File: src/rtl/apb_cmd_queue_pkg.sv
// ---------------------------------------------------------------------------
// apb_cmd_queue_pkg : issue-FSM states and default widths. Rev 1.0
// ---------------------------------------------------------------------------
`default_nettype none

package apb_cmd_queue_pkg;

  localparam int DEF_DATA_WIDTH     = 32;
  localparam int DEF_ADDR_WIDTH     = 32;
  localparam int DEF_CMD_DEPTH      = 4;
  localparam int DEF_WATCHDOG_CYCLE = 16;

  // One-hot encoding; Q_DRAIN is never entered and only names the illegal-state recovery.
  typedef enum logic [3:0] {
    Q_IDLE  = 4'b0001,
    Q_REQ   = 4'b0010,
    Q_GAP   = 4'b0100,
    Q_DRAIN = 4'b1000
  } q_state_e;

endpackage

`default_nettype wire

File: src/rtl/apb_cmd_queue_if.sv
// ---------------------------------------------------------------------------
// apb_cmd_queue_if : producer, response and master-side signals. Rev 1.0
// ---------------------------------------------------------------------------
`default_nettype none

interface apb_cmd_queue_if
  import apb_cmd_queue_pkg::*;
#(
  parameter int APB_DATA_WIDTH = DEF_DATA_WIDTH,
  parameter int APB_ADDR_WIDTH = DEF_ADDR_WIDTH,
  parameter int CMD_DEPTH      = DEF_CMD_DEPTH
);
  localparam int STRB_WIDTH = APB_DATA_WIDTH / 8;
  localparam int CNT_W      = $clog2(CMD_DEPTH) + 1;

  logic                      cmd_valid_in;
  logic                      cmd_ready_out;
  logic [APB_ADDR_WIDTH-1:0] cmd_addr_in;
  logic                      cmd_write_in;
  logic [APB_DATA_WIDTH-1:0] cmd_wdata_in;
  logic [STRB_WIDTH-1:0]     cmd_strb_in;
  logic [2:0]                cmd_prot_in;
  logic [CNT_W-1:0]          cmd_count_out;

  logic                      rsp_valid_out;
  logic                      rsp_ready_in;
  logic [APB_DATA_WIDTH-1:0] rsp_rdata_out;
  logic                      rsp_error_out;

  logic                      other_sel_out;
  logic [APB_ADDR_WIDTH-1:0] other_addr_out;
  logic                      other_write_out;
  logic [APB_DATA_WIDTH-1:0] other_wdata_out;
  logic [STRB_WIDTH-1:0]     other_strb_out;
  logic [2:0]                other_prot_out;
  logic                      other_ready_in;
  logic [APB_DATA_WIDTH-1:0] other_rdata_in;
  logic                      other_error_in;

  modport slave (
    input  cmd_valid_in, cmd_addr_in, cmd_write_in, cmd_wdata_in, cmd_strb_in, cmd_prot_in,
    output cmd_ready_out, cmd_count_out,
    output rsp_valid_out, rsp_rdata_out, rsp_error_out,
    input  rsp_ready_in,
    output other_sel_out, other_addr_out, other_write_out, other_wdata_out, other_strb_out,
    output other_prot_out,
    input  other_ready_in, other_rdata_in, other_error_in
  );

  modport master (
    output cmd_valid_in, cmd_addr_in, cmd_write_in, cmd_wdata_in, cmd_strb_in, cmd_prot_in,
    input  cmd_ready_out, cmd_count_out,
    input  rsp_valid_out, rsp_rdata_out, rsp_error_out,
    output rsp_ready_in,
    input  other_sel_out, other_addr_out, other_write_out, other_wdata_out, other_strb_out,
    input  other_prot_out,
    output other_ready_in, other_rdata_in, other_error_in
  );

endinterface

`default_nettype wire

File: src/rtl/apb_cmd_queue_sync_fifo.sv
// ---------------------------------------------------------------------------
// apb_cmd_queue_sync_fifo : synchronous FIFO, wrap-bit pointers, no fall-through. Rev 1.0
// ---------------------------------------------------------------------------
`default_nettype none

module apb_cmd_queue_sync_fifo #(
  parameter int WIDTH = 8,
  parameter int DEPTH = 4
) (
  input  wire logic                     clk_in,
  input  wire logic                     rstn_in,
  input  wire logic                     push_in,
  input  wire logic [WIDTH-1:0]         wdata_in,
  input  wire logic                     pop_in,
  output logic      [WIDTH-1:0]         head_out,
  output logic                          full_out,
  output logic                          empty_out,
  output logic      [$clog2(DEPTH):0]   count_out
);

  localparam int PTR_W = $clog2(DEPTH);

  logic [WIDTH-1:0] mem_q [DEPTH];
  logic [PTR_W:0]   wr_ptr_q, wr_ptr_d;
  logic [PTR_W:0]   rd_ptr_q, rd_ptr_d;
  logic             do_push;
  logic             do_pop;

  assign full_out  = (wr_ptr_q[PTR_W] != rd_ptr_q[PTR_W]) &&
                     (wr_ptr_q[PTR_W-1:0] == rd_ptr_q[PTR_W-1:0]);
  assign empty_out = (wr_ptr_q == rd_ptr_q);
  assign count_out = wr_ptr_q - rd_ptr_q;
  assign head_out  = mem_q[rd_ptr_q[PTR_W-1:0]];

  assign do_push = push_in && !full_out;
  assign do_pop  = pop_in && !empty_out;

  always_comb begin
    wr_ptr_d = wr_ptr_q;
    rd_ptr_d = rd_ptr_q;
    if (do_push) wr_ptr_d = wr_ptr_q + (PTR_W+1)'(1);
    if (do_pop)  rd_ptr_d = rd_ptr_q + (PTR_W+1)'(1);
  end

  always_ff @(posedge clk_in) begin
    if (!rstn_in) begin
      wr_ptr_q <= '0;
      rd_ptr_q <= '0;
    end else begin
      wr_ptr_q <= wr_ptr_d;
      rd_ptr_q <= rd_ptr_d;
    end
  end

  // Storage needs no reset: contents are only observed between push and pop.
  always_ff @(posedge clk_in) begin
    if (do_push) mem_q[wr_ptr_q[PTR_W-1:0]] <= wdata_in;
  end

endmodule

`default_nettype wire

File: src/rtl/apb_cmd_queue.sv
// ---------------------------------------------------------------------------
// apb_cmd_queue : command FIFO, one-at-a-time issue FSM with watchdog, response slot. Rev 1.0
// ---------------------------------------------------------------------------
`default_nettype none

module apb_cmd_queue
  import apb_cmd_queue_pkg::*;
#(
  parameter int APB_DATA_WIDTH = DEF_DATA_WIDTH,
  parameter int APB_ADDR_WIDTH = DEF_ADDR_WIDTH,
  parameter int CMD_DEPTH      = DEF_CMD_DEPTH,
  parameter int WATCHDOG_CYCLE = DEF_WATCHDOG_CYCLE
) (
  input  wire logic       apb_clk_in,
  input  wire logic       apb_rstn_in,
  apb_cmd_queue_if.slave  bus
);

  localparam int STRB_WIDTH = APB_DATA_WIDTH / 8;
  localparam int CNT_W      = $clog2(CMD_DEPTH) + 1;
  localparam int WD_W       = $clog2(WATCHDOG_CYCLE) + 1;
  localparam int FIFO_W     = APB_ADDR_WIDTH + 1 + APB_DATA_WIDTH + STRB_WIDTH + 3;

  q_state_e                  state_q, state_d;
  logic                      sel_q, sel_d;
  logic [APB_ADDR_WIDTH-1:0] addr_q, addr_d;
  logic                      write_q, write_d;
  logic [APB_DATA_WIDTH-1:0] wdata_q, wdata_d;
  logic [STRB_WIDTH-1:0]     strb_q, strb_d;
  logic [2:0]                prot_q, prot_d;
  logic [WD_W-1:0]           wd_q, wd_d;
  logic                      rsp_valid_q, rsp_valid_d;
  logic [APB_DATA_WIDTH-1:0] rsp_rdata_q, rsp_rdata_d;
  logic                      rsp_error_q, rsp_error_d;

  logic                      fifo_push;
  logic                      fifo_pop;
  logic                      fifo_full;
  logic                      fifo_empty;
  logic [FIFO_W-1:0]         fifo_wdata;
  logic [FIFO_W-1:0]         fifo_head;
  logic [CNT_W-1:0]          fifo_count;
  logic [APB_ADDR_WIDTH-1:0] head_addr;
  logic                      head_write;
  logic [APB_DATA_WIDTH-1:0] head_wdata;
  logic [STRB_WIDTH-1:0]     head_strb;
  logic [2:0]                head_prot;
  logic                      rsp_slot_free;

  assign fifo_push  = bus.cmd_valid_in && !fifo_full;
  assign fifo_wdata = {bus.cmd_addr_in, bus.cmd_write_in, bus.cmd_wdata_in,
                       bus.cmd_strb_in, bus.cmd_prot_in};
  assign {head_addr, head_write, head_wdata, head_strb, head_prot} = fifo_head;

  apb_cmd_queue_sync_fifo #(
    .WIDTH (FIFO_W),
    .DEPTH (CMD_DEPTH)
  ) u_fifo (
    .clk_in    (apb_clk_in),
    .rstn_in   (apb_rstn_in),
    .push_in   (fifo_push),
    .wdata_in  (fifo_wdata),
    .pop_in    (fifo_pop),
    .head_out  (fifo_head),
    .full_out  (fifo_full),
    .empty_out (fifo_empty),
    .count_out (fifo_count)
  );

  // The slot counts as free in the same cycle its current response is being taken.
  assign rsp_slot_free = !rsp_valid_q || bus.rsp_ready_in;

  always_comb begin
    state_d     = state_q;
    sel_d       = sel_q;
    addr_d      = addr_q;
    write_d     = write_q;
    wdata_d     = wdata_q;
    strb_d      = strb_q;
    prot_d      = prot_q;
    wd_d        = wd_q;
    rsp_valid_d = rsp_valid_q;
    rsp_rdata_d = rsp_rdata_q;
    rsp_error_d = rsp_error_q;
    fifo_pop    = 1'b0;

    if (rsp_valid_q && bus.rsp_ready_in) rsp_valid_d = 1'b0;

    case (state_q)
      Q_IDLE: begin
        sel_d = 1'b0;
        wd_d  = '0;
        if (!fifo_empty && rsp_slot_free) begin
          fifo_pop = 1'b1;
          addr_d   = head_addr;
          write_d  = head_write;
          wdata_d  = head_write ? head_wdata : '0;
          strb_d   = head_write ? head_strb  : '0;
          prot_d   = head_prot;
          sel_d    = 1'b1;
          state_d  = Q_REQ;
        end
      end
      Q_REQ: begin
        wd_d = wd_q + WD_W'(1);
        if (bus.other_ready_in) begin
          rsp_valid_d = 1'b1;
          rsp_rdata_d = write_q ? '0 : bus.other_rdata_in;
          rsp_error_d = bus.other_error_in;
          sel_d       = 1'b0;
          state_d     = Q_GAP;
        end else if (wd_q == WD_W'(WATCHDOG_CYCLE - 1)) begin
          rsp_valid_d = 1'b1;
          rsp_rdata_d = '0;
          rsp_error_d = 1'b1;
          sel_d       = 1'b0;
          state_d     = Q_GAP;
        end
      end
      Q_GAP: begin
        sel_d = 1'b0;
        wd_d  = '0;
        if (!bus.other_ready_in) state_d = Q_IDLE;
      end
      default: begin
        sel_d   = 1'b0;
        wd_d    = '0;
        state_d = Q_IDLE;
      end
    endcase
  end

  always_ff @(posedge apb_clk_in) begin
    if (!apb_rstn_in) begin
      state_q     <= Q_IDLE;
      sel_q       <= 1'b0;
      addr_q      <= '0;
      write_q     <= 1'b0;
      wdata_q     <= '0;
      strb_q      <= '0;
      prot_q      <= '0;
      wd_q        <= '0;
      rsp_valid_q <= 1'b0;
      rsp_rdata_q <= '0;
      rsp_error_q <= 1'b0;
    end else begin
      state_q     <= state_d;
      sel_q       <= sel_d;
      addr_q      <= addr_d;
      write_q     <= write_d;
      wdata_q     <= wdata_d;
      strb_q      <= strb_d;
      prot_q      <= prot_d;
      wd_q        <= wd_d;
      rsp_valid_q <= rsp_valid_d;
      rsp_rdata_q <= rsp_rdata_d;
      rsp_error_q <= rsp_error_d;
    end
  end

  assign bus.cmd_ready_out   = !fifo_full;
  assign bus.cmd_count_out   = fifo_count;
  assign bus.rsp_valid_out   = rsp_valid_q;
  assign bus.rsp_rdata_out   = rsp_rdata_q;
  assign bus.rsp_error_out   = rsp_error_q;
  assign bus.other_sel_out   = sel_q;
  assign bus.other_addr_out  = addr_q;
  assign bus.other_write_out = write_q;
  assign bus.other_wdata_out = wdata_q;
  assign bus.other_strb_out  = strb_q;
  assign bus.other_prot_out  = prot_q;

endmodule

`default_nettype wire

File: src/flat_wrapper.sv
// flat-port wrapper written by rule: the top's interface ports become plain ports
module apb_cmd_queue_flat import apb_cmd_queue_pkg::*;
#(
  parameter int APB_DATA_WIDTH = DEF_DATA_WIDTH,
  parameter int APB_ADDR_WIDTH = DEF_ADDR_WIDTH,
  parameter int CMD_DEPTH      = DEF_CMD_DEPTH,
  parameter int WATCHDOG_CYCLE = DEF_WATCHDOG_CYCLE
)
  (apb_clk_in, apb_rstn_in, bus_cmd_valid_in, bus_cmd_addr_in, bus_cmd_write_in, bus_cmd_wdata_in, bus_cmd_strb_in, bus_cmd_prot_in, bus_cmd_ready_out, bus_cmd_count_out, bus_rsp_valid_out, bus_rsp_rdata_out, bus_rsp_error_out, bus_rsp_ready_in, bus_other_sel_out, bus_other_addr_out, bus_other_write_out, bus_other_wdata_out, bus_other_strb_out, bus_other_prot_out, bus_other_ready_in, bus_other_rdata_in, bus_other_error_in);
  apb_cmd_queue_if #(.APB_DATA_WIDTH(APB_DATA_WIDTH), .APB_ADDR_WIDTH(APB_ADDR_WIDTH), .CMD_DEPTH(CMD_DEPTH)) bus_i ();
  input  wire logic apb_clk_in;
  input  wire logic apb_rstn_in;
  input wire logic [$bits(bus_i.cmd_valid_in)-1:0] bus_cmd_valid_in;
  input wire logic [$bits(bus_i.cmd_addr_in)-1:0] bus_cmd_addr_in;
  input wire logic [$bits(bus_i.cmd_write_in)-1:0] bus_cmd_write_in;
  input wire logic [$bits(bus_i.cmd_wdata_in)-1:0] bus_cmd_wdata_in;
  input wire logic [$bits(bus_i.cmd_strb_in)-1:0] bus_cmd_strb_in;
  input wire logic [$bits(bus_i.cmd_prot_in)-1:0] bus_cmd_prot_in;
  output wire logic [$bits(bus_i.cmd_ready_out)-1:0] bus_cmd_ready_out;
  output wire logic [$bits(bus_i.cmd_count_out)-1:0] bus_cmd_count_out;
  output wire logic [$bits(bus_i.rsp_valid_out)-1:0] bus_rsp_valid_out;
  output wire logic [$bits(bus_i.rsp_rdata_out)-1:0] bus_rsp_rdata_out;
  output wire logic [$bits(bus_i.rsp_error_out)-1:0] bus_rsp_error_out;
  input wire logic [$bits(bus_i.rsp_ready_in)-1:0] bus_rsp_ready_in;
  output wire logic [$bits(bus_i.other_sel_out)-1:0] bus_other_sel_out;
  output wire logic [$bits(bus_i.other_addr_out)-1:0] bus_other_addr_out;
  output wire logic [$bits(bus_i.other_write_out)-1:0] bus_other_write_out;
  output wire logic [$bits(bus_i.other_wdata_out)-1:0] bus_other_wdata_out;
  output wire logic [$bits(bus_i.other_strb_out)-1:0] bus_other_strb_out;
  output wire logic [$bits(bus_i.other_prot_out)-1:0] bus_other_prot_out;
  input wire logic [$bits(bus_i.other_ready_in)-1:0] bus_other_ready_in;
  input wire logic [$bits(bus_i.other_rdata_in)-1:0] bus_other_rdata_in;
  input wire logic [$bits(bus_i.other_error_in)-1:0] bus_other_error_in;
  assign bus_i.cmd_valid_in = bus_cmd_valid_in;
  assign bus_i.cmd_addr_in = bus_cmd_addr_in;
  assign bus_i.cmd_write_in = bus_cmd_write_in;
  assign bus_i.cmd_wdata_in = bus_cmd_wdata_in;
  assign bus_i.cmd_strb_in = bus_cmd_strb_in;
  assign bus_i.cmd_prot_in = bus_cmd_prot_in;
  assign bus_cmd_ready_out = bus_i.cmd_ready_out;
  assign bus_cmd_count_out = bus_i.cmd_count_out;
  assign bus_rsp_valid_out = bus_i.rsp_valid_out;
  assign bus_rsp_rdata_out = bus_i.rsp_rdata_out;
  assign bus_rsp_error_out = bus_i.rsp_error_out;
  assign bus_i.rsp_ready_in = bus_rsp_ready_in;
  assign bus_other_sel_out = bus_i.other_sel_out;
  assign bus_other_addr_out = bus_i.other_addr_out;
  assign bus_other_write_out = bus_i.other_write_out;
  assign bus_other_wdata_out = bus_i.other_wdata_out;
  assign bus_other_strb_out = bus_i.other_strb_out;
  assign bus_other_prot_out = bus_i.other_prot_out;
  assign bus_i.other_ready_in = bus_other_ready_in;
  assign bus_i.other_rdata_in = bus_other_rdata_in;
  assign bus_i.other_error_in = bus_other_error_in;
  apb_cmd_queue #(.APB_DATA_WIDTH(APB_DATA_WIDTH), .APB_ADDR_WIDTH(APB_ADDR_WIDTH), .CMD_DEPTH(CMD_DEPTH), .WATCHDOG_CYCLE(WATCHDOG_CYCLE)) u_core (.apb_clk_in(apb_clk_in), .apb_rstn_in(apb_rstn_in), .bus(bus_i));
endmodule
File: config.mk
export PLATFORM = sky130hd
export DESIGN_NAME = apb_cmd_queue_flat
export DESIGN_NICKNAME = d
export VERILOG_FILES = /design/src/rtl/apb_cmd_queue_pkg.sv /design/src/rtl/apb_cmd_queue_if.sv /design/src/rtl/apb_cmd_queue_sync_fifo.sv /design/src/rtl/apb_cmd_queue.sv /design/src/flat_wrapper.sv
export SDC_FILE = /design/constraint.sdc
export NUM_CORES = 1
export LEC_CHECK = 0
export BUFFER_PORTS_ARGS = -buffer_cell sky130_fd_sc_hd__buf_2
export CORE_AREA = 2 2 176 178
export CTS_BUF_LIST = sky130_fd_sc_hd__clkbuf_2
export CTS_CLUSTER_SIZE = 14
export DETAILED_ROUTE_END_ITERATION = 12
export DIE_AREA = 0 0 178 180
export PLACE_DENSITY_LB_ADDON = 0.15
export SLEW_MARGIN = 5
export SYNTH_ARGS = -nofsm -noshare
export SYNTH_HDL_FRONTEND = slang
export SYNTH_SLANG_ARGS = --single-unit
File: constraint.sdc
create_clock -name apb_clk_in -period 3.9 [get_ports apb_clk_in]
set_clock_uncertainty 0.15 [all_clocks]
set_input_delay 0.585 -clock apb_clk_in [delete_from_list [all_inputs] [get_ports apb_clk_in]]
set_output_delay 0.585 -clock apb_clk_in [all_outputs]
set_load 0.01 [all_outputs]
==> report_table.html, run 1 <==
<table>
<tr><th>Metric</th><th>Value</th></tr>
<tr><th colspan="2">Hold path</th></tr>
<tr><td>Type of the worst min-delay path</td><td>in2reg</td></tr>
<tr><td>Hold path startpoint</td><td>bus_cmd_valid_in</td></tr>
<tr><th colspan="2">Route</th></tr>
<tr><td>Drt first pass iters</td><td>5</td></tr>
<tr><td>Number of violations reported at the end of detailed-routing iteration 0</td><td>548</td></tr>
<tr><td>Wire length reported by the detailed router</td><td>32060 um</td></tr>
<tr><td>Via total after detailed routing</td><td>9176</td></tr>
<tr><td>ANT nets after route</td><td>0</td></tr>
<tr><td>Detailed-route wire length per cell</td><td>17.81 um</td></tr>
<tr><td>Remaining design rule violation count</td><td>0</td></tr>
<tr><td>DR vias/cell</td><td>roughly 5</td></tr>
<tr><th colspan="2">Global routing</th></tr>
<tr><td>Vias in the first global route</td><td>9517</td></tr>
<tr><td>Total global routing overflow</td><td>0</td></tr>
<tr><td>Initial antenna violation count</td><td>2</td></tr>
<tr><td>Largest net degree at the start of global routing</td><td>72</td></tr>
<tr><td>Global-route wire length before repair</td><td>50470 um</td></tr>
<tr><td>Combined global-route utilization of all metal layers</td><td>between 20 and 25%</td></tr>
<tr><th colspan="2">Synth</th></tr>
<tr><td>Unique cell type count in the Yosys netlist</td><td>38</td></tr>
<tr><td>Combinational family with the most area after synthesis</td><td>multiplexers</td></tr>
<tr><td>Yosys warns</td><td>0</td></tr>
<tr><td>Area fraction in and, or, nand and nor cells after synthesis</td><td>7.189%</td></tr>
<tr><td>Share of flip-flops with an asynchronous set or reset after synthesis</td><td>0%</td></tr>
<tr><td>Synthesized-area fraction occupied by xor and xnor cells</td><td>0.4045%</td></tr>
<tr><td>Number of enable-type register cells in the synthesized netlist</td><td>288</td></tr>
<tr><td>Nets in the synthesized netlist</td><td>1048</td></tr>
<tr><td>Number of cells produced by synthesis</td><td>928</td></tr>
<tr><td>Largest cells by area after synthesis</td><td>sky130_fd_sc_hd__edfxtp_1 (57%), sky130_fd_sc_hd__dfxtp_1 (16%), sky130_fd_sc_hd__mux4_2 (11%), sky130_fd_sc_hd__nand2_1 (3.6%), sky130_fd_sc_hd__a21boi_0 (2.4%)</td></tr>
<tr><td>Share of synthesized area spent on multiplexers</td><td>between 10 and 15%</td></tr>
<tr><td>Share of the yosys chip area belonging to registers</td><td>~73%</td></tr>
<tr><td>Total of flip-flops plus latches after synthesis</td><td>approximately 410</td></tr>
<tr><td>Mapped cell area</td><td>~15000 um2</td></tr>
<tr><td>Fraction of the mapped netlist area in compound gates</td><td>about 5.3%</td></tr>
<tr><td>Most common flop cell mapped by yosys</td><td>sky130_fd_sc_hd__edfxtp_1</td></tr>
<tr><td>Average cell area after synthesis</td><td>16.33 um2</td></tr>
<tr><td>Adder-Cell Fraction of Synth Area</td><td>less than 1%</td></tr>
<tr><td>Share of the synthesized area in the top cell type</td><td>a little under three fifths</td></tr>
<tr><td>Cell type with the largest total area after synthesis</td><td>sky130_fd_sc_hd__edfxtp_1</td></tr>
<tr><th colspan="2">Die</th></tr>
<tr><td>Initial standard-cell utilization of the core</td><td>between 50% and 60%</td></tr>
<tr><td>Total die area</td><td>32040 um2</td></tr>
<tr><td>Overall die width</td><td>approximately 180 um</td></tr>
<tr><td>Core area</td><td>30190 um2</td></tr>
<tr><td>Num ports</td><td>221</td></tr>
<tr><td>Die Y</td><td>180 um</td></tr>
<tr><td>Cell row count</td><td>64</td></tr>
<tr><th colspan="2">Critical path</th></tr>
<tr><td>Origin of the critical flop-to-flop path</td><td>u_core.u_fifo.wr_ptr_q[0]</td></tr>
<tr><td>Buffer and inverter count on the worst path</td><td>2</td></tr>
<tr><td>Standard cell with the maximum stage delay on the critical path</td><td>sky130_fd_sc_hd__fa_1</td></tr>
<tr><td>Startpoint-to-endpoint class of the critical path</td><td>reg2out</td></tr>
<tr><td>Slowest stage delay, CP</td><td>0.38 ns</td></tr>
<tr><td>Cells along the critical path</td><td>inv_1 &gt; ha_1 &gt; fa_1 &gt; xnor2_1 &gt; buf_2</td></tr>
<tr><td>Biggest fanout along the worst timing path</td><td>4</td></tr>
<tr><td>Kind of start point of the critical path</td><td>register</td></tr>
<tr><td>Startpoint of the most critical setup path</td><td>u_core.u_fifo.wr_ptr_q[0]</td></tr>
<tr><td>Arrival time at the worst endpoint</td><td>between 2 and 2.5 ns</td></tr>
<tr><td>Worst setup EP type</td><td>output pin</td></tr>
<tr><td>Worst endpoint required time</td><td>about 3.2 ns</td></tr>
<tr><td>CP delay by family, top</td><td>adder cells</td></tr>
<tr><th colspan="2">Clock tree</th></tr>
<tr><td>TritonCTS clock tree</td><td>done</td></tr>
<tr><td>Clock slew at the register clock pins of the worst setup and hold paths</td><td>0.11 ns</td></tr>
<tr><td>Number of buffers created by CTS</td><td>101</td></tr>
<tr><td>Hold-fix buffers, CTS</td><td>109</td></tr>
<tr><td>Worst-Skew Late Latency</td><td>~0.92 ns</td></tr>
<tr><td>Number of buffers on the longest clock path</td><td>3</td></tr>
<tr><td>Max H-tree Level</td><td>3</td></tr>
<tr><td>Post-CTS setup buffer count</td><td>0</td></tr>
<tr><td>Count of cells resized by post-cts repair</td><td>0</td></tr>
<tr><td>Number of clock sinks</td><td>411</td></tr>
<tr><td>Root Buffer Master</td><td>sky130_fd_sc_hd__clkbuf_2</td></tr>
<tr><th colspan="2">Pwr</th></tr>
<tr><td>Power per standard cell area</td><td>around 570 nW/um2</td></tr>
<tr><td>Max IR drop VDD</td><td>0.0002961 V</td></tr>
<tr><td>Leakage power figure</td><td>roughly 7 nW</td></tr>
<tr><th colspan="2">Placement</th></tr>
<tr><td>Cell area after placement</td><td>16670 um2</td></tr>
<tr><td>Final HPWL from detailed placement</td><td>18820 um</td></tr>
<tr><td>Number of buffer cells added on primary ports</td><td>220</td></tr>
<tr><td>Pre-CTS setup slack</td><td>1.089 ns</td></tr>
<tr><td>Instance count after placement with tap cells included</td><td>about 1500</td></tr>
<tr><td>GPL Wtd Cong</td><td>0.7209</td></tr>
<tr><th colspan="2">Flow run</th></tr>
<tr><td>Max-cap check violation count</td><td>0</td></tr>
<tr><th colspan="2">Timing</th></tr>
<tr><td>Final hold violation count</td><td>0</td></tr>
<tr><td>Setup repair after global routing missed its margin</td><td>false</td></tr>
<tr><td>Time the worst path needs with I/O delays and setup</td><td>3.037 ns</td></tr>
<tr><td>Worst slew margin</td><td>47.71%</td></tr>
<tr><td>Count of final setup violators</td><td>0</td></tr>
<tr><td>Fraction of the cycle the final worst path needs</td><td>between 70% and 80%</td></tr>
<tr><td>Worst Hold Slack</td><td>0.1136 ns</td></tr>
<tr><td>Setup slack of the critical path after layout</td><td>between 0.8 and 0.9 ns</td></tr>
<tr><td>Setup total negative slack</td><td>0 ns</td></tr>
<tr><td>Final max-slew violation count</td><td>0</td></tr>
<tr><td>FMAX</td><td>329.2 MHz</td></tr>
<tr><td>Worst Tran Pin Value</td><td>a little under 0.8 ns</td></tr>
<tr><th colspan="2">Layout</th></tr>
<tr><td>Final net count</td><td>1435</td></tr>
<tr><td>Non-filler cells, final</td><td>1800</td></tr>
<tr><td>Area occupied by multi-input gates</td><td>3746 um2</td></tr>
<tr><td>Fraction of final layout cells with drive strength greater than 1</td><td>between 30% and 40%</td></tr>
<tr><td>P&amp;R area growth vs syn</td><td>23.41%</td></tr>
<tr><td>FF/Latch Area</td><td>11120 um2</td></tr>
<tr><td>Design area</td><td>18710 um2</td></tr>
<tr><td>Number of fill cells in the layout</td><td>roughly 2300</td></tr>
<tr><th colspan="2">Run status</th></tr>
<tr><td>Result of the run</td><td>complete, no violations</td></tr>
</table>
[synthesized netlist by cell type, types with 3 or more instances]
cell,n
sky130_fd_sc_hd__a21boi_0,48
sky130_fd_sc_hd__a21boi_1,25
sky130_fd_sc_hd__and2_1,7
sky130_fd_sc_hd__buf_1,4
sky130_fd_sc_hd__buf_2,14
sky130_fd_sc_hd__buf_4,14
sky130_fd_sc_hd__clkbuf_1,25
sky130_fd_sc_hd__dfxtp_1,123
sky130_fd_sc_hd__edfxtp_1,288
sky130_fd_sc_hd__ha_1,9
sky130_fd_sc_hd__inv_1,6
sky130_fd_sc_hd__mux4_2,72
sky130_fd_sc_hd__nand2_1,145
sky130_fd_sc_hd__nand3_1,71
sky130_fd_sc_hd__nor2_1,5
sky130_fd_sc_hd__nor2b_1,3
sky130_fd_sc_hd__o21ai_0,9
sky130_fd_sc_hd__o21ai_1,30
sky130_fd_sc_hd__xnor2_1,5
[power breakdown]
group          internal, mW  switching [mW]
clock                  1.09            1.67
sequential             5.13           0.234
combinational          1.04            1.43
[layer usage]
| layer | vias up | wire [um] | GRT usage (%) | share of wire, % |
|---|---|---|---|---|
| met5 | - | 0 | 0 | 0 |
| met4 | 0 | 390 | 6.164 | 1.2 |
| met3 | 30 | 2272 | 5.097 | 7.1 |
| met2 | 301 | 15810 | 33.24 | 49 |
| met1 | 4496 | 13590 | 26.85 | 42 |
| li1 | 4349 | - | - | - |
[tightest hold or removal path: stages]
cell	delay, ns
sky130_fd_sc_hd__buf_2	0.10
sky130_fd_sc_hd__o21a_1	0.18
sky130_fd_sc_hd__nand4b_1	0.13
sky130_fd_sc_hd__o21ai_0	0.07
[logic make-up after synthesis]
logic type / count (synthesis)
fa+ha+maj: 10
mux: 73
flops: 411
xor+xnor: 7
simple gates: 244
compound gates: 118
buf+inv: 65
[metrics by stage]
stage	utilization [%]	total power, mW
after floorplan	-	7.084
after global placement	55.21	7.859
after detailed placement	55.21	7.889
after CTS	61.95	10.76
after global routing	61.96	11.26
final	61.97	10.59
[registers in the layout (all words and copies together), names as in the netlist, named ones only]
register,count
u_core.bus.other_strb_out,4
u_core.wd_q,5
u_core.bus.other_addr_out,32
u_core.bus.other_write_out,1
u_core.u_fifo.wr_ptr_q,3
u_core.bus.rsp_valid_out,1
u_core.bus.rsp_error_out,1
u_core.u_fifo.rd_ptr_q,3
u_core.bus.other_wdata_out,32
u_core.bus.other_sel_out,1
u_core.state_q,3
u_core.u_fifo.mem_q,288
u_core.bus.other_prot_out,3
u_core.bus.rsp_rdata_out,32
[layout make-up]
| type | instances | area share (%) |
|---|---|---|
| multi-input combinational | 452 | 20.03 |
| clock buffer | 143 | 3.826 |
| clock inverter | 47 | 1.224 |
| timing repair buffer | 343 | 12.69 |
| tap | 396 | 2.649 |
| sequential | 411 | 59.43 |
| antenna | 2 | 0.02675 |
| inverter | 6 | 0.1204 |
[worst paths after layout]
check,to,slack [ns],cells after the start
max reg2reg,u_core.u_fifo.mem_q[3][63],1.09,6
min reg2reg,u_core.bus.other_addr_out[5],0.31,2
min,u_core.u_fifo.wr_ptr_q[2],0.11,4
max,bus_cmd_count_out[2],0.86,5
[layout by cell type, fill, tap and decap left out, drive strengths merged, types with 2 or more instances in the layout]
cell         synthesis  layout
clkinv               0      40
dlygate4sd3          0     109
inv                  6      11
nor2b                3       3
mux4                72      72
edfxtp             288     288
and3                 2       2
o211a                2       2
xnor2                5       5
diode                0       2
buf                 34     234
a21boi              73      73
nand3b               2       2
o21ai               39      39
nand2              146     146
clkbuf              25     143
nand2b               2       2
nand3               71      71
nor2                 5       5
xor2                 2       2
nor3b                3       3
ha                   9       9
o21a                 2       2
dfxtp              123     123
and2                 7       7
Power figures use the tool's default switching activity.
==> inputs of run 2 (changes only) <==
==> constraint.sdc (replaced) <==
create_clock -name apb_clk_in -period 2.7 [get_ports apb_clk_in]
set_clock_uncertainty 0.15 [all_clocks]
set_input_delay 0.405 -clock apb_clk_in [delete_from_list [all_inputs] [get_ports apb_clk_in]]
set_output_delay 0.405 -clock apb_clk_in [all_outputs]
set_load 0.01 [all_outputs]
==> run 2 against run 1 <==
Against the previous run: utilization up 2.9 points; setup slack worse by 0.86 ns; largest power group unchanged; sequential cell count unchanged; register-to-register slack worse by 0.89 ns; via count up 4.8%; combinational power up 55%; hold slack worse by 0.017 ns; power up 49%.
==> report_table.html, run 2 (same netlist as run 1, synthesis figures left out) <==
<table>
<tr><th>Metric</th><th>Value</th></tr>
<tr><th colspan="2">Run status</th></tr>
<tr><td>Result of the run</td><td>complete, no violations</td></tr>
<tr><th colspan="2">Pwr</th></tr>
<tr><td>Leakage power figure</td><td>7.437 nW (+6.7%)</td></tr>
<tr><td>Switching component of the power</td><td>4.925 mW (+48%)</td></tr>
<tr><td>Flop pwr share</td><td>49.3% (-1.4 points)</td></tr>
<tr><td>Share of total power consumed by net switching</td><td>31.23% (-0.25 points)</td></tr>
<tr><td>Fraction of power consumed by the clock network</td><td>26.4% (+0.4 points)</td></tr>
<tr><td>Cell-internal power</td><td>10.85 mW (+49%)</td></tr>
<tr><td>Max IR drop VDD</td><td>0.0005205 V (+76%)</td></tr>
<tr><td>Relative contribution of combinational cells to total power</td><td>24.3% (+1.0 points)</td></tr>
<tr><td>Power per standard cell area</td><td>805.8 nW/um2 (+42%)</td></tr>
<tr><th colspan="2">Clock tree</th></tr>
<tr><td>Number of buffers created by CTS</td><td>102 (+0.99%)</td></tr>
<tr><td>Worst-Skew Late Latency</td><td>0.92 ns (about the same)</td></tr>
<tr><td>Max H-tree Level</td><td>3 (unchanged)</td></tr>
<tr><td>Root Buffer Master</td><td>sky130_fd_sc_hd__clkbuf_2</td></tr>
<tr><td>Number of clock sinks</td><td>411 (unchanged)</td></tr>
<tr><td>TritonCTS clock tree</td><td>done</td></tr>
<tr><td>Clock slew at the register clock pins of the worst setup and hold paths</td><td>0.11 ns (about the same)</td></tr>
<tr><td>Number of buffers on the longest clock path</td><td>3 (unchanged)</td></tr>
<tr><th colspan="2">Route</th></tr>
<tr><td>Wire length reported by the detailed router</td><td>34230 um (+6.8%)</td></tr>
<tr><td>Detailed-route wire length per cell</td><td>18.21 um (+2.2%)</td></tr>
<tr><td>Number of violations reported at the end of detailed-routing iteration 0</td><td>527 (-3.8%)</td></tr>
<tr><td>Remaining design rule violation count</td><td>0 (unchanged)</td></tr>
<tr><td>DR vias/cell</td><td>5.115 (+0.34%)</td></tr>
<tr><td>Via total after detailed routing</td><td>9616 (+4.8%)</td></tr>
<tr><td>Drt first pass iters</td><td>5 (unchanged)</td></tr>
<tr><td>ANT nets after route</td><td>0 (unchanged)</td></tr>
<tr><th colspan="2">Timing</th></tr>
<tr><td>Worst Hold Slack</td><td>0.09658 ns (-0.01703 ns)</td></tr>
<tr><td>Setup total negative slack</td><td>0 ns (unchanged)</td></tr>
<tr><td>FMAX</td><td>370.8 MHz</td></tr>
<tr><td>Count of final setup violators</td><td>0 (unchanged)</td></tr>
<tr><td>Final max-slew violation count</td><td>0 (unchanged)</td></tr>
<tr><td>Time the worst path needs with I/O delays and setup</td><td>2.697 ns</td></tr>
<tr><td>Setup repair after global routing missed its margin</td><td>true</td></tr>
<tr><td>Final hold violation count</td><td>0 (unchanged)</td></tr>
<tr><td>Fraction of the cycle the final worst path needs</td><td>between 90 and 100%</td></tr>
<tr><td>Worst Tran Pin Value</td><td>0.5595 ns (-0.2249 ns)</td></tr>
<tr><td>Worst slew margin</td><td>62.70% (+15 points)</td></tr>
<tr><th colspan="2">Placement</th></tr>
<tr><td>Cell area after placement</td><td>16860 um2 (+1.1%)</td></tr>
<tr><td>Final HPWL from detailed placement</td><td>20290 um (+7.8%)</td></tr>
<tr><td>GPL Wtd Cong</td><td>0.7455 (+3.4%)</td></tr>
<tr><td>Number of buffer cells added on primary ports</td><td>220 (unchanged)</td></tr>
<tr><td>Instance count after placement with tap cells included</td><td>1516 (+1.1%)</td></tr>
<tr><th colspan="2">Global routing</th></tr>
<tr><td>Total global routing overflow</td><td>0 (unchanged)</td></tr>
<tr><td>Initial antenna violation count</td><td>1 (-1)</td></tr>
<tr><td>Vias in the first global route</td><td>10193 (+7.1%)</td></tr>
<tr><td>Largest net degree at the start of global routing</td><td>52 (-28%)</td></tr>
<tr><td>Global-route wire length before repair</td><td>53190 um (+5.4%)</td></tr>
<tr><td>Combined global-route utilization of all metal layers</td><td>21.53% (+1.2 points)</td></tr>
<tr><th colspan="2">Layout</th></tr>
<tr><td>Final net count</td><td>1513 (+5.4%)</td></tr>
<tr><td>Number of fill cells in the layout</td><td>2240 (-2.4%)</td></tr>
<tr><td>Top library cells by usage in the layout, fill and taps aside</td><td>sky130_fd_sc_hd__edfxtp_1 (288), sky130_fd_sc_hd__buf_2 (218), sky130_fd_sc_hd__clkbuf_2 (166), sky130_fd_sc_hd__dlygate4sd3_1 (166), sky130_fd_sc_hd__nand2_1 (145)</td></tr>
<tr><td>Non-filler cells, final</td><td>1880 (+4.4%)</td></tr>
<tr><td>Flip-flop count of the largest register after layout</td><td>288 (unchanged)</td></tr>
<tr><td>P&amp;R area growth vs syn</td><td>29.11%</td></tr>
<tr><td>Fraction of final layout cells with drive strength greater than 1</td><td>35.16% (+1.1 points)</td></tr>
<tr><td>Design area</td><td>19570 um2 (+4.6%)</td></tr>
<tr><td>Most common cell after layout, fill and taps aside</td><td>sky130_fd_sc_hd__edfxtp_1</td></tr>
<tr><th colspan="2">Critical path</th></tr>
<tr><td>Slowest stage delay, CP</td><td>0.36 ns (-0.02 ns)</td></tr>
<tr><td>Startpoint of the most critical setup path</td><td>u_core.u_fifo.wr_ptr_q[0]</td></tr>
<tr><td>Kind of start point of the critical path</td><td>register</td></tr>
<tr><td>Worst endpoint required time</td><td>2.14 ns (-1.02 ns)</td></tr>
<tr><td>Arrival time at the worst endpoint</td><td>2.14 ns (-0.16 ns)</td></tr>
<tr><td>Minimum setup slack among reg-to-reg paths</td><td>0.20 ns (-0.89 ns)</td></tr>
<tr><td>Number of cells on the worst reg-to-reg path</td><td>9 (+3)</td></tr>
<tr><td>Cells along the critical path</td><td>inv_4 &gt; ha_4 &gt; fa_2 &gt; xnor2_2 &gt; buf_2</td></tr>
<tr><td>Origin of the critical flop-to-flop path</td><td>u_core.wd_q[0]</td></tr>
<tr><td>Standard cell with the maximum stage delay on the critical path</td><td>sky130_fd_sc_hd__dfxtp_2</td></tr>
<tr><td>Biggest fanout along the worst timing path</td><td>2 (-2)</td></tr>
<tr><td>Endpoint of the most critical register-to-register path</td><td>u_core.bus.rsp_rdata_out[10]</td></tr>
<tr><td>Startpoint-to-endpoint class of the critical path</td><td>reg2out</td></tr>
<tr><td>Worst setup EP type</td><td>output pin</td></tr>
<tr><th colspan="2">Die</th></tr>
<tr><td>Total die area</td><td>32040 um2 (unchanged)</td></tr>
<tr><td>Overall die width</td><td>178 um (unchanged)</td></tr>
<tr><td>Num ports</td><td>221 (unchanged)</td></tr>
<tr><td>Core area</td><td>30190 um2 (unchanged)</td></tr>
<tr><td>Cell row count</td><td>64 (unchanged)</td></tr>
<tr><td>Die Y</td><td>180 um (unchanged)</td></tr>
<tr><td>Initial standard-cell utilization of the core</td><td>50.21% (unchanged)</td></tr>
<tr><th colspan="2">Flow run</th></tr>
<tr><td>Max-cap check violation count</td><td>0 (unchanged)</td></tr>
<tr><th colspan="2">Hold path</th></tr>
<tr><td>Type of the worst min-delay path</td><td>in2reg</td></tr>
<tr><td>Terminating pin of the worst hold path</td><td>u_core.u_fifo.mem_q[1][33]</td></tr>
<tr><td>Hold path startpoint</td><td>bus_cmd_wdata_in[26]</td></tr>
<tr><td>Worst hold path cell count</td><td>2 (-2)</td></tr>
</table>
==> run 2: power groups by stage <==
stage          sequential (mW)  combinational [mW]  clock, mW
6_report                  7.78                3.83       4.16
5_1_grt                   7.87                4.18       4.65
4_1_cts                   7.79                3.86       4.31
3_5_place_dp              7.92                3.64          0
3_3_place_gp              7.90                3.62          0
2_1_floorplan             7.98                2.24          0
==> run 2: per-layer routing <==
layer  wire (um)  global-route usage, %  vias up
met5           0                      0        -
met3        2275                  5.436       40
li1            -                      -     4505
met2       17730                  37.69      316
met1       13710                  26.02     4755
met4         508                  6.885        0
==> run 2: how the worst max path moves through the flow <==
stage | to | slack [ns] | cells after the start
2_1_floorplan | u_core.u_fifo.mem_q[3][0] | 0.06 | 5
3_3_place_gp | u_core.u_fifo.mem_q[1][51] | 0.36 | 6
3_5_place_dp | u_core.u_fifo.mem_q[3][21] | 0.31 | 6
4_1_cts | bus_cmd_count_out[2] | -0.14 | 5
5_1_grt | bus_cmd_count_out[2] | -0.16 | 5
6_report | bus_cmd_count_out[2] | 0.003 | 5
==> run 2: layout make-up <==
cell class	instances	area, um2	share of cell area, %
flip-flops and latches	411	11120	56.83
multi-input cells	452	3769	19.26
repair buffers	420	3168	16.19
clock buffers	166	830.8	4.245
well taps	396	495.5	2.532
clock inverters	27	156.4	0.7991
inverters	6	25.02	0.1279
diodes	2	5.005	0.02557
==> run 2: timing repair <==
| action | CTS | global route |
|---|---|---|
| hold buffers | 166 | 0 |
| pin swaps | 3 | 2 |
| buffers inserted | 2 | 1 |
| endpoints found under the setup margin | 2 | 3 |
| resized for setup | 11 | 2 |
| hold endpoints to repair | 376 | 0 |
==> run 2: critical path, delay by kind of cell (launching register included) <==
family,cells,cell delay (ns)
xor gates and xnor gates,1,0.21
adders and majority gates,2,0.51
buffers and inverters,2,0.22
DFF,1,0.36
==> run 2: metrics by stage <==
step,power [mW],utilization (%),setup slack (ns)
3_5_place_dp,11.57,55.84,0.3130
4_1_cts,15.96,64.77,-0.1437
3_3_place_gp,11.52,55.84,0.3613
6_report,15.77,64.83,0.002883
2_1_floorplan,10.22,-,0.06025
5_1_grt,16.70,64.82,-0.1577
